[src/rtl/serial_addsub_pkg.sv]
// Shared constants and FSM state encoding for the bit-serial digit add/subtract engine.
package calc_pkg;

    localparam int DIGIT_W   = 4;
    localparam int MAX_DIGIT = 9;

    localparam logic OP_ADD = 1'b0;
    localparam logic OP_SUB = 1'b1;

    typedef enum logic [2:0] {
        IDLE,
        SUM,
        FIX,
        NEGATE,
        DONE
    } state_e;

endpackage

[src/rtl/serial_addsub_if.sv]
// Request/result bundle between operand entry (master) and the serial add/sub engine (slave).
interface serial_addsub_if #(
    parameter int DIGIT_W = calc_pkg::DIGIT_W
);
    logic               start;
    logic [DIGIT_W-1:0] a;
    logic [DIGIT_W-1:0] b;
    logic               op;
    logic               busy;
    logic               done;
    logic [DIGIT_W:0]   res;
    logic               neg;
    logic               err;

    modport master (
        output start, a, b, op,
        input  busy, done, res, neg, err
    );

    modport slave (
        input  start, a, b, op,
        output busy, done, res, neg, err
    );
endinterface

[src/rtl/serial_addsub_fulladder.sv]
// Single-bit full adder cell used by the serial add/subtract datapath.
module fulladder (
    input  logic a,
    input  logic b,
    input  logic cin,
    output logic sum,
    output logic cout
);
    assign sum  = a ^ b ^ cin;
    assign cout = (a & b) | (cin & (a ^ b));
endmodule

[src/rtl/serial_addsub.sv]
// Bit-serial one-digit add/subtract engine: one fulladder pass per bit, optional
// second pass to turn a negative two's-complement difference into a magnitude.
//
// state  | meaning
// IDLE   | waiting for start; results held
// SUM    | serial a + b (or a + ~b + 1), one bit per edge
// FIX    | inspect final carry, publish result or schedule negation
// NEGATE | serial ~r + 1 to form magnitude of a negative difference
// DONE   | done pulse cycle, then back to IDLE
module serial_addsub #(
    parameter int DIGIT_W   = calc_pkg::DIGIT_W,
    parameter int MAX_DIGIT = calc_pkg::MAX_DIGIT
) (
    input logic           clk,
    input logic           rst,
    serial_addsub_if.slave bus
);
    import calc_pkg::*;

    localparam int                 CNT_W    = (DIGIT_W > 2) ? $clog2(DIGIT_W) : 1;
    localparam logic [CNT_W-1:0]   CNT_LAST = CNT_W'(DIGIT_W - 1);
    localparam logic [DIGIT_W-1:0] MAX_V    = DIGIT_W'(MAX_DIGIT);

    state_e             state_q, state_d;
    logic [DIGIT_W-1:0] sa_q, sa_d;
    logic [DIGIT_W-1:0] sb_q, sb_d;
    logic [DIGIT_W-1:0] r_q, r_d;
    logic               carry_q, carry_d;
    logic [CNT_W-1:0]   cnt_q, cnt_d;
    logic               op_q, op_d;
    logic               busy_q, busy_d;
    logic               done_q, done_d;
    logic [DIGIT_W:0]   res_q, res_d;
    logic               neg_q, neg_d;
    logic               err_q, err_d;

    logic               fa_sum;
    logic               fa_cout;
    logic [DIGIT_W-1:0] r_shift;

    fulladder u_fa (
        .a    (sa_q[0]),
        .b    (sb_q[0]),
        .cin  (carry_q),
        .sum  (fa_sum),
        .cout (fa_cout)
    );

    assign r_shift = {fa_sum, r_q[DIGIT_W-1:1]};

    always_comb begin
        state_d = state_q;
        sa_d    = sa_q;
        sb_d    = sb_q;
        r_d     = r_q;
        carry_d = carry_q;
        cnt_d   = cnt_q;
        op_d    = op_q;
        busy_d  = busy_q;
        done_d  = 1'b0;
        res_d   = res_q;
        neg_d   = neg_q;
        err_d   = err_q;

        case (state_q)
            IDLE: begin
                if (bus.start) begin
                    busy_d = 1'b1;
                    if ((bus.a > MAX_V) || (bus.b > MAX_V)) begin
                        err_d   = 1'b1;
                        res_d   = '0;
                        neg_d   = 1'b0;
                        state_d = DONE;
                    end else begin
                        sa_d    = bus.a;
                        sb_d    = bus.b ^ {DIGIT_W{bus.op}};
                        op_d    = bus.op;
                        carry_d = bus.op;
                        err_d   = 1'b0;
                        cnt_d   = '0;
                        state_d = SUM;
                    end
                end
            end

            SUM, NEGATE: begin
                r_d     = r_shift;
                sa_d    = sa_q >> 1;
                sb_d    = sb_q >> 1;
                carry_d = fa_cout;
                cnt_d   = cnt_q + 1'b1;
                if (cnt_q == CNT_LAST) begin
                    if (state_q == SUM) begin
                        state_d = FIX;
                    end else begin
                        res_d   = {1'b0, r_shift};
                        neg_d   = 1'b1;
                        done_d  = 1'b1;
                        busy_d  = 1'b0;
                        state_d = DONE;
                    end
                end
            end

            FIX: begin
                if (op_q == OP_ADD || carry_q) begin
                    // add keeps the carry as the result MSB; a subtract carry only means a >= b
                    res_d   = (op_q == OP_ADD) ? {carry_q, r_q} : {1'b0, r_q};
                    neg_d   = 1'b0;
                    done_d  = 1'b1;
                    busy_d  = 1'b0;
                    state_d = DONE;
                end else begin
                    sa_d    = ~r_q;
                    sb_d    = '0;
                    carry_d = 1'b1;
                    cnt_d   = '0;
                    state_d = NEGATE;
                end
            end

            DONE: begin
                // operand errors arrive here straight from IDLE and raise done one edge later
                if (done_q) begin
                    state_d = IDLE;
                end else begin
                    done_d = 1'b1;
                    busy_d = 1'b0;
                end
            end

            default: state_d = IDLE;
        endcase
    end

    always_ff @(posedge clk) begin
        if (rst) begin
            state_q <= IDLE;
            sa_q    <= '0;
            sb_q    <= '0;
            r_q     <= '0;
            carry_q <= 1'b0;
            cnt_q   <= '0;
            op_q    <= 1'b0;
            busy_q  <= 1'b0;
            done_q  <= 1'b0;
            res_q   <= '0;
            neg_q   <= 1'b0;
            err_q   <= 1'b0;
        end else begin
            state_q <= state_d;
            sa_q    <= sa_d;
            sb_q    <= sb_d;
            r_q     <= r_d;
            carry_q <= carry_d;
            cnt_q   <= cnt_d;
            op_q    <= op_d;
            busy_q  <= busy_d;
            done_q  <= done_d;
            res_q   <= res_d;
            neg_q   <= neg_d;
            err_q   <= err_d;
        end
    end

    assign bus.busy = busy_q;
    assign bus.done = done_q;
    assign bus.res  = res_q;
    assign bus.neg  = neg_q;
    assign bus.err  = err_q;

endmodule

[src/flat_wrapper.sv]
// flat-port wrapper written by rule: the top's interface ports become plain ports
module serial_addsub_flat import calc_pkg::*;
#(
    parameter int DIGIT_W   = calc_pkg::DIGIT_W,
    parameter int MAX_DIGIT = calc_pkg::MAX_DIGIT
)
  (clk, rst, bus_start, bus_a, bus_b, bus_op, bus_busy, bus_done, bus_res, bus_neg, bus_err);
  serial_addsub_if #(.DIGIT_W(DIGIT_W)) bus_i ();
  input logic clk;
  input logic rst;
  input wire logic [$bits(bus_i.start)-1:0] bus_start;
  input wire logic [$bits(bus_i.a)-1:0] bus_a;
  input wire logic [$bits(bus_i.b)-1:0] bus_b;
  input wire logic [$bits(bus_i.op)-1:0] bus_op;
  output wire logic [$bits(bus_i.busy)-1:0] bus_busy;
  output wire logic [$bits(bus_i.done)-1:0] bus_done;
  output wire logic [$bits(bus_i.res)-1:0] bus_res;
  output wire logic [$bits(bus_i.neg)-1:0] bus_neg;
  output wire logic [$bits(bus_i.err)-1:0] bus_err;
  assign bus_i.start = bus_start;
  assign bus_i.a = bus_a;
  assign bus_i.b = bus_b;
  assign bus_i.op = bus_op;
  assign bus_busy = bus_i.busy;
  assign bus_done = bus_i.done;
  assign bus_res = bus_i.res;
  assign bus_neg = bus_i.neg;
  assign bus_err = bus_i.err;
  serial_addsub #(.DIGIT_W(DIGIT_W), .MAX_DIGIT(MAX_DIGIT)) u_core (.clk(clk), .rst(rst), .bus(bus_i));
endmodule
[config.mk]
export PLATFORM = sky130hd
export DESIGN_NAME = serial_addsub_flat
export DESIGN_NICKNAME = d
export VERILOG_FILES = /design/src/rtl/serial_addsub_pkg.sv /design/src/rtl/serial_addsub_if.sv /design/src/rtl/serial_addsub_fulladder.sv /design/src/rtl/serial_addsub.sv /design/src/flat_wrapper.sv
export SDC_FILE = /design/constraint.sdc
export NUM_CORES = 1
export LEC_CHECK = 0
export BUFFER_PORTS_ARGS = -buffer_cell sky130_fd_sc_hd__buf_2
export CAP_MARGIN = 0
export CORE_MARGIN = 2
export CORE_UTILIZATION = 60
export DETAILED_ROUTE_END_ITERATION = 16
export PLACE_DENSITY = 0.83
export SETUP_SLACK_MARGIN = 0.4
export SKIP_LAST_GASP = 1
export SLEW_MARGIN = 5
export SYNTH_ARGS = -nofsm -noshare
export SYNTH_HDL_FRONTEND = slang
export SYNTH_HIERARCHICAL = 1
export SYNTH_SLANG_ARGS = --single-unit
[constraint.sdc]
create_clock -name clk -period 2.3 [get_ports clk]
set_clock_uncertainty 0.15 [all_clocks]
set_input_delay 0.46 -clock clk [delete_from_list [all_inputs] [get_ports clk]]
set_output_delay 0.46 -clock clk [all_outputs]
set_load 0.02 [all_outputs]
==> impl_metrics.env, run 1 <==
export IMPL_status="finished clean"
export IMPL_crit_arrival_ns=1.86
export IMPL_cts_tree="yes"
export IMPL_synth_cell_types=42
export IMPL_start_util=0.644
export IMPL_grtUsageTotal=0.257
export IMPL_synth_edf_count=0
export IMPL_grt_overflow=0
export IMPL_layout_common_cells="nand2_1, dfxtp_1, buf_2"
export IMPL_yosys_warnings=6
export IMPL_setup_viol=0
export IMPL_crit_path_end_kind="register"
export IMPL_tightestPinTransition_ns=0.569
export IMPL_syn_to_final_growth_pct=12.0
export IMPL_drive_gt1_frac=0.192
export IMPL_hold_viol=0
export IMPL_synth_cells=176
export IMPL_fp_coreArea_sq_um=2250
export IMPL_synth_yosys_seq_area_share=0.386
export IMPL_maxCapViolations=0
export IMPL_cts_sinks=28
export IMPL_fin_ws_ns=0.511
export IMPL_num_vias=1378
export IMPL_grt_pass1_wl_mm=5.31
export IMPL_wl_mm=3.33
export IMPL_die_w_um=53.2
export IMPL_grt_pass1_vias=1190
export IMPL_hp_class="reg -> reg"
export IMPL_cp_num_buf_inv=2
export IMPL_ys_flop_type="dfxtp_1"
export IMPL_port_buffers=20
export IMPL_clkTransAtPathRegs_ns=0.15
export IMPL_syn_area_per_cell_sq_um=8.25
export IMPL_synthArstFlopShare=0
export IMPL_dp_hpwl_mm=2.31
export IMPL_drtPass1Iterations=4
export IMPL_critPathMaxStageDelay_ns=0.47
export IMPL_grt_max_degree=22
export IMPL_p_per_area_nw_per_um2=607
export IMPL_min_period_ns=1.79
export IMPL_viasPerCell=6.24
export IMPL_path_cells="buf_2 -> o21ai_0 -> nand3_1 -> buf_4 -> a222oi_1 -> a311oi_1"
export IMPL_period_share=0.778
export IMPL_clockBufferDepth=2
export IMPL_num_nets_final=208
export IMPL_path_max_fanout=20
export IMPL_synth_seq_cells=28
export IMPL_max_slew_margin=0.617
export IMPL_placementRows=17
export IMPL_drt_iter0_drc=43
export IMPL_gp_congestion=0.817
export IMPL_hold_slack_ns=0.316
export IMPL_num_io_pins=21
export IMPL_regToRegSetupSlack_ns=0.51
export IMPL_antenna_found_initial=0
export IMPL_multi_input_area_sq_um=817
export IMPL_post_place_ws_ns=0.218
export IMPL_synth_fp_nets=190
export IMPL_clk_latency_ns=0.32
export IMPL_p_leak_uw=0.000667
export IMPL_clock_fmax_ghz=0.559
export IMPL_seq_area_sq_um=564
export IMPL_htreeDepth=1
export IMPL_num_antenna_cells=0
export IMPL_fill_cells=191
export IMPL_worstPathRequired_ns=2.37
export IMPL_critical_path_top_delay_family="compound AO/OA/AOI/OAI gates"
export IMPL_dieHeight_um=53.2
export IMPL_synth_area_sq_um=1450
export IMPL_numCtsBuffers=3
export IMPL_drc_errors=0
export IMPL_path_class="in -> reg"
export IMPL_dieArea_sq_um=2830
export IMPL_final_setup_tns_ns=0
export IMPL_slowest_stage="o21ai_0"
export IMPL_vdd_drop_max_mv=0.449
export IMPL_wl_per_cell_um=15.1
export IMPL_cts_root_buf="clkbuf_4"
export IMPL_critPathLaunchType="input pin"
export IMPL_final_common_cell="nand2_1"
export IMPL_ant_nets=0
export IMPL_rsz0062_at_grt="false"
export IMPL_maxSlewViolCount=0
[cell families after synthesis]
logic type | after synthesis | share of synthesized area
compound gates | 50 | 0.242
flops | 28 | 0.386
xor+xnor | 4 | 0.0241
buf+inv | 17 | 0.0509
mux | 6 | 0.0414
fa+ha+maj | 2 | 0.0224
simple gates | 69 | 0.233
[final cells by class]
type | instances | area share
Clock buffer | 4 | 0.0223
Inverter | 4 | 0.00924
Multi-Input combinational cell | 131 | 0.503
Sequential cell | 28 | 0.347
Tap cell | 28 | 0.0216
Timing Repair Buffer | 26 | 0.0970
[metal layers]
metal  track usage  vias to the layer above  part of all wire
met5             0                        -                 0
li1              -                      667                 -
met3        0.0282                        4             0.034
met1         0.341                      680              0.46
met2         0.419                       27              0.50
met4         0.115                        0             0.011
[stage by stage]
step	cells	cell area [sq um]	util	total power, uW
finish	221	1630	0.721	987
detailed placement	216	1570	0.694	742
global placement	216	1570	0.694	736
global route	221	1630	0.721	1030
floorplan	176	1450	-	688
CTS	220	1600	0.711	979
[synth_stat cells (2+ instances only)]
| library cell | n | share of area |
|---|---|---|
| a21oi_1 | 12 | 0.041 |
| a222oi_1 | 3 | 0.021 |
| a22o_1 | 3 | 0.018 |
| a22oi_1 | 6 | 0.031 |
| a311oi_1 | 3 | 0.018 |
| and2_1 | 2 | 0.0086 |
| buf_2 | 8 | 0.028 |
| clkbuf_1 | 5 | 0.013 |
| dfxtp_1 | 28 | 0.39 |
| inv_1 | 4 | 0.010 |
| mux2i_1 | 6 | 0.041 |
| nand2_1 | 33 | 0.085 |
| nand3_1 | 7 | 0.024 |
| nor2_1 | 10 | 0.026 |
| nor2b_1 | 4 | 0.017 |
| nor3_1 | 2 | 0.0069 |
| nor3b_1 | 2 | 0.010 |
| nor4bb_1 | 2 | 0.014 |
| o21ai_0 | 10 | 0.034 |
| o21bai_1 | 2 | 0.010 |
| xor2_1 | 3 | 0.018 |
[worst register-to-register path, stage by stage (launching register included)]
cell and delay [ns]:
dfxtp_2 0.43, nor4b_2 0.53, a22oi_2 0.18, buf_12 0.17, a32o_1 0.24
[sequential cells by signal, summed over array words and instances, names as in the netlist, 2 cells and up]
signal,count
u_core/bus.res,5
u_core/r_q,4
u_core/sa_q,4
u_core/sb_q,4
u_core/state_q,3
u_core/cnt_q,2
[worst paths after layout]
check                           cells after the start                        endpoint                            from
worst max-delay path                                6     u_core/sb_q[1]$_SDFFE_PP0P_                        bus_a[2]
worst min-delay path                                2     u_core/bus.neg$_SDFFE_PP0P_     u_core/bus.neg$_SDFFE_PP0P_
worst max register to register                      4  u_core/bus.res[4]$_SDFFE_PP0P_  u_core/state_q[1]$_SDFFE_PP0P_
worst min register to register                      2     u_core/bus.neg$_SDFFE_PP0P_     u_core/bus.neg$_SDFFE_PP0P_
[report_power, final]
group | switching, uW | internal [uW] | leakage (uW)
sequential | 30.9 | 514 | 0.000229
clock | 145 | 96.9 | 0.0000210
combinational | 110 | 89.1 | 0.000417
total | 286 | 700 | 0.000667
[repair_timing]
item,4_1_cts,5_1_grt
gates cloned,0,0
gates resized for setup,1,2
hold buffers,0,0
setup buffers,0,1
pin swaps,1,1
endpoints found under the setup margin,6,15
Note: power is estimated with default switching activity, not from simulation.
==> run 2, diff against run 1 <==
--- a/config.mk
+++ b/config.mk
@@ -8,9 +8,9 @@
 export BUFFER_PORTS_ARGS = -buffer_cell sky130_fd_sc_hd__buf_2
 export CAP_MARGIN = 0
 export CORE_MARGIN = 2
-export CORE_UTILIZATION = 60
+export CORE_UTILIZATION = 50
 export DETAILED_ROUTE_END_ITERATION = 16
-export PLACE_DENSITY = 0.83
+export PLACE_DENSITY = 0.74
 export SETUP_SLACK_MARGIN = 0.4
 export SKIP_LAST_GASP = 1
 export SLEW_MARGIN = 5
==> constraint.sdc (replaced) <==
create_clock -name clk -period 1.5 [get_ports clk]
set_clock_uncertainty 0.15 [all_clocks]
set_input_delay 0.3 -clock clk [delete_from_list [all_inputs] [get_ports clk]]
set_output_delay 0.3 -clock clk [all_outputs]
set_load 0.02 [all_outputs]
==> run 2 against run 1 <==
The flow now finishes with violations (negative setup slack); sequential share of layout area shrank 7.9 points; first-iteration DRC count increased to 3.6 times the previous value; clock power increased by 81%; worst hold slack lost 0.26 ns; final cell count rose by 19%; core utilization grew 7.6 points.
==> impl_metrics.env, run 2 (synthesis results as in run 1) <==
export IMPL_place_area_sq_um=1850
export IMPL_final_setup_tns_ns=-1.79
export IMPL_gp_congestion=0.848
export IMPL_start_util=0.526
export IMPL_rsz0062_at_grt="true"
export IMPL_drive_gt1_frac=0.487
export IMPL_drt_iter0_drc=154
export IMPL_path_cells="buf_12 -> and3b_1 -> o21bai_1 -> buf_4 -> a222oi_1 -> a311oi_1"
export IMPL_cts_root_buf="clkbuf_4"
export IMPL_critical_path_top_delay_family="compound AO/OA/AOI/OAI gates"
export IMPL_p_total_uw=1770
export IMPL_largest_reg_flops=5
export IMPL_htreeDepth=1
export IMPL_viasPerCell=6.13
export IMPL_min_period_ns=1.69
export IMPL_path_class="reg -> reg"
export IMPL_post_place_ws_ns=-0.140
export IMPL_cts_tree="yes"
export IMPL_clockBufferDepth=2
export IMPL_num_nets_final=247
export IMPL_seq_area_sq_um=589
export IMPL_period_share=1.13
export IMPL_fp_coreArea_sq_um=2760
export IMPL_grtUsageTotal=0.278
export IMPL_numCtsBuffers=3
export IMPL_grt_pass1_vias=1622
export IMPL_layout_common_cells="buf_4, nand2_1, buf_6"
export IMPL_crit_arrival_ns=1.76
export IMPL_p_per_area_nw_per_um2=805
export IMPL_final_area_sq_um=2200
export IMPL_dp_cells=246
export IMPL_maxCapViolations=0
export IMPL_drtPass1Iterations=4
export IMPL_fill_cells=154
export IMPL_max_slew_margin=0.708
export IMPL_dp_hpwl_mm=2.76
export IMPL_placementRows=19
export IMPL_fin_ws_ns=-0.189
export IMPL_instances_no_fill=263
export IMPL_path_max_fanout=7
export IMPL_port_buffers=20
export IMPL_final_common_cell="buf_4"
export IMPL_num_io_pins=21
export IMPL_cts_hold_buf=0
export IMPL_clkTransAtPathRegs_ns=0.16
export IMPL_wl_per_cell_um=17.6
export IMPL_multi_input_area_sq_um=943
export IMPL_clk_latency_ns=0.33
export IMPL_vdd_drop_max_mv=0.668
export IMPL_clock_fmax_ghz=0.592
export IMPL_drc_errors=0
export IMPL_critPathLaunchType="register"
export IMPL_grt_max_degree=17
export IMPL_grt_pass1_wl_mm=7.30
export IMPL_slowest_stage="dfxtp_4"
export IMPL_cp_num_buf_inv=2
export IMPL_num_vias=1611
export IMPL_tightestPinTransition_ns=0.436
export IMPL_critPathMaxStageDelay_ns=0.41
export IMPL_antenna_found_initial=0
export IMPL_ant_nets=0
export IMPL_dieHeight_um=57.9
export IMPL_p_leak_uw=0.000921
export IMPL_status="finished, violations left"
export IMPL_num_antenna_cells=0
export IMPL_hold_viol=0
export IMPL_dieArea_sq_um=3350
export IMPL_maxSlewViolCount=0
export IMPL_wl_mm=4.62
export IMPL_die_w_um=57.9
export IMPL_violations="negative setup slack"
export IMPL_hp_class="in -> reg"
export IMPL_worstPathRequired_ns=1.57
export IMPL_syn_to_final_growth_pct=51.5
export IMPL_grt_overflow=0
export IMPL_cts_sinks=28
export IMPL_crit_path_end_kind="register"
export IMPL_setup_viol=20
[run 2: cell count changes in the layout (fill, tap and decap cells not counted), moves of 6 or more]
cell,change
buf_4,+26
buf_6,+21
dfxtp_1,-14
dfxtp_2,+11
buf_2,-9
a21oi_1,-6
a21oi_2,+6
[run 2: path summary, 6_finish.rpt]
path	from	to	slack, ns	cells after the start
worst max-delay path	u_core/state_q[1]$_SDFFE_PP0P_	u_core/sb_q[2]$_SDFFE_PP0P_	-0.19	6
worst min-delay path	rst	u_core/state_q[0]$_SDFFE_PP0P_	0.06	2
worst max register to register	u_core/state_q[1]$_SDFFE_PP0P_	u_core/sb_q[2]$_SDFFE_PP0P_	-0.19	6
worst min register to register	u_core/bus.busy$_SDFFE_PP0P_	u_core/bus.busy$_SDFFE_PP0P_	0.31	2
[run 2: cell type report]
cell class	instances	share of cell area
clock buffer	4	0.0216
sequential	28	0.268
tap	31	0.0176
multi-input combinational	131	0.429
inverter	4	0.00683
timing repair buffer	65	0.257
[run 2: timing repair]
item	CTS	global route
resized for setup	48	16
pin swaps	14	10
buffers inserted	11	2
setup endpoints to repair	37	37
[run 2: per-layer routing]
layer,share of wire,up-vias,track usage
met2,0.52,73,0.490
met4,0.030,0,0.113
met1,0.40,777,0.332
li1,-,741,-
met5,0,-,0
met3,0.051,20,0.0513
[run 2: power breakdown]
part	total, uW	leakage, uW	switching [uW]	internal, uW
registers	834	0.000236	43.8	790
logic	497	0.000658	242	255
clock network	438	0.0000261	234	204
[run 2: worst reg2reg max path, delay by kind of cell (launching register included)]
kind / cells / cell delay (ns)
AO/OA/AOI/OAI: 3 / 0.58
flip-flops: 1 / 0.41
buffers and inverters: 2 / 0.27
AND/OR/NAND/NOR: 1 / 0.16
[run 2: stage by stage]
stage	hold slack (ns)	util
after CTS	0.0330	0.770
after global placement	0.292	0.672
after floorplan	0.286	-
after global routing	0.0513	0.797
after detailed placement	0.302	0.672
final	0.0579	0.797
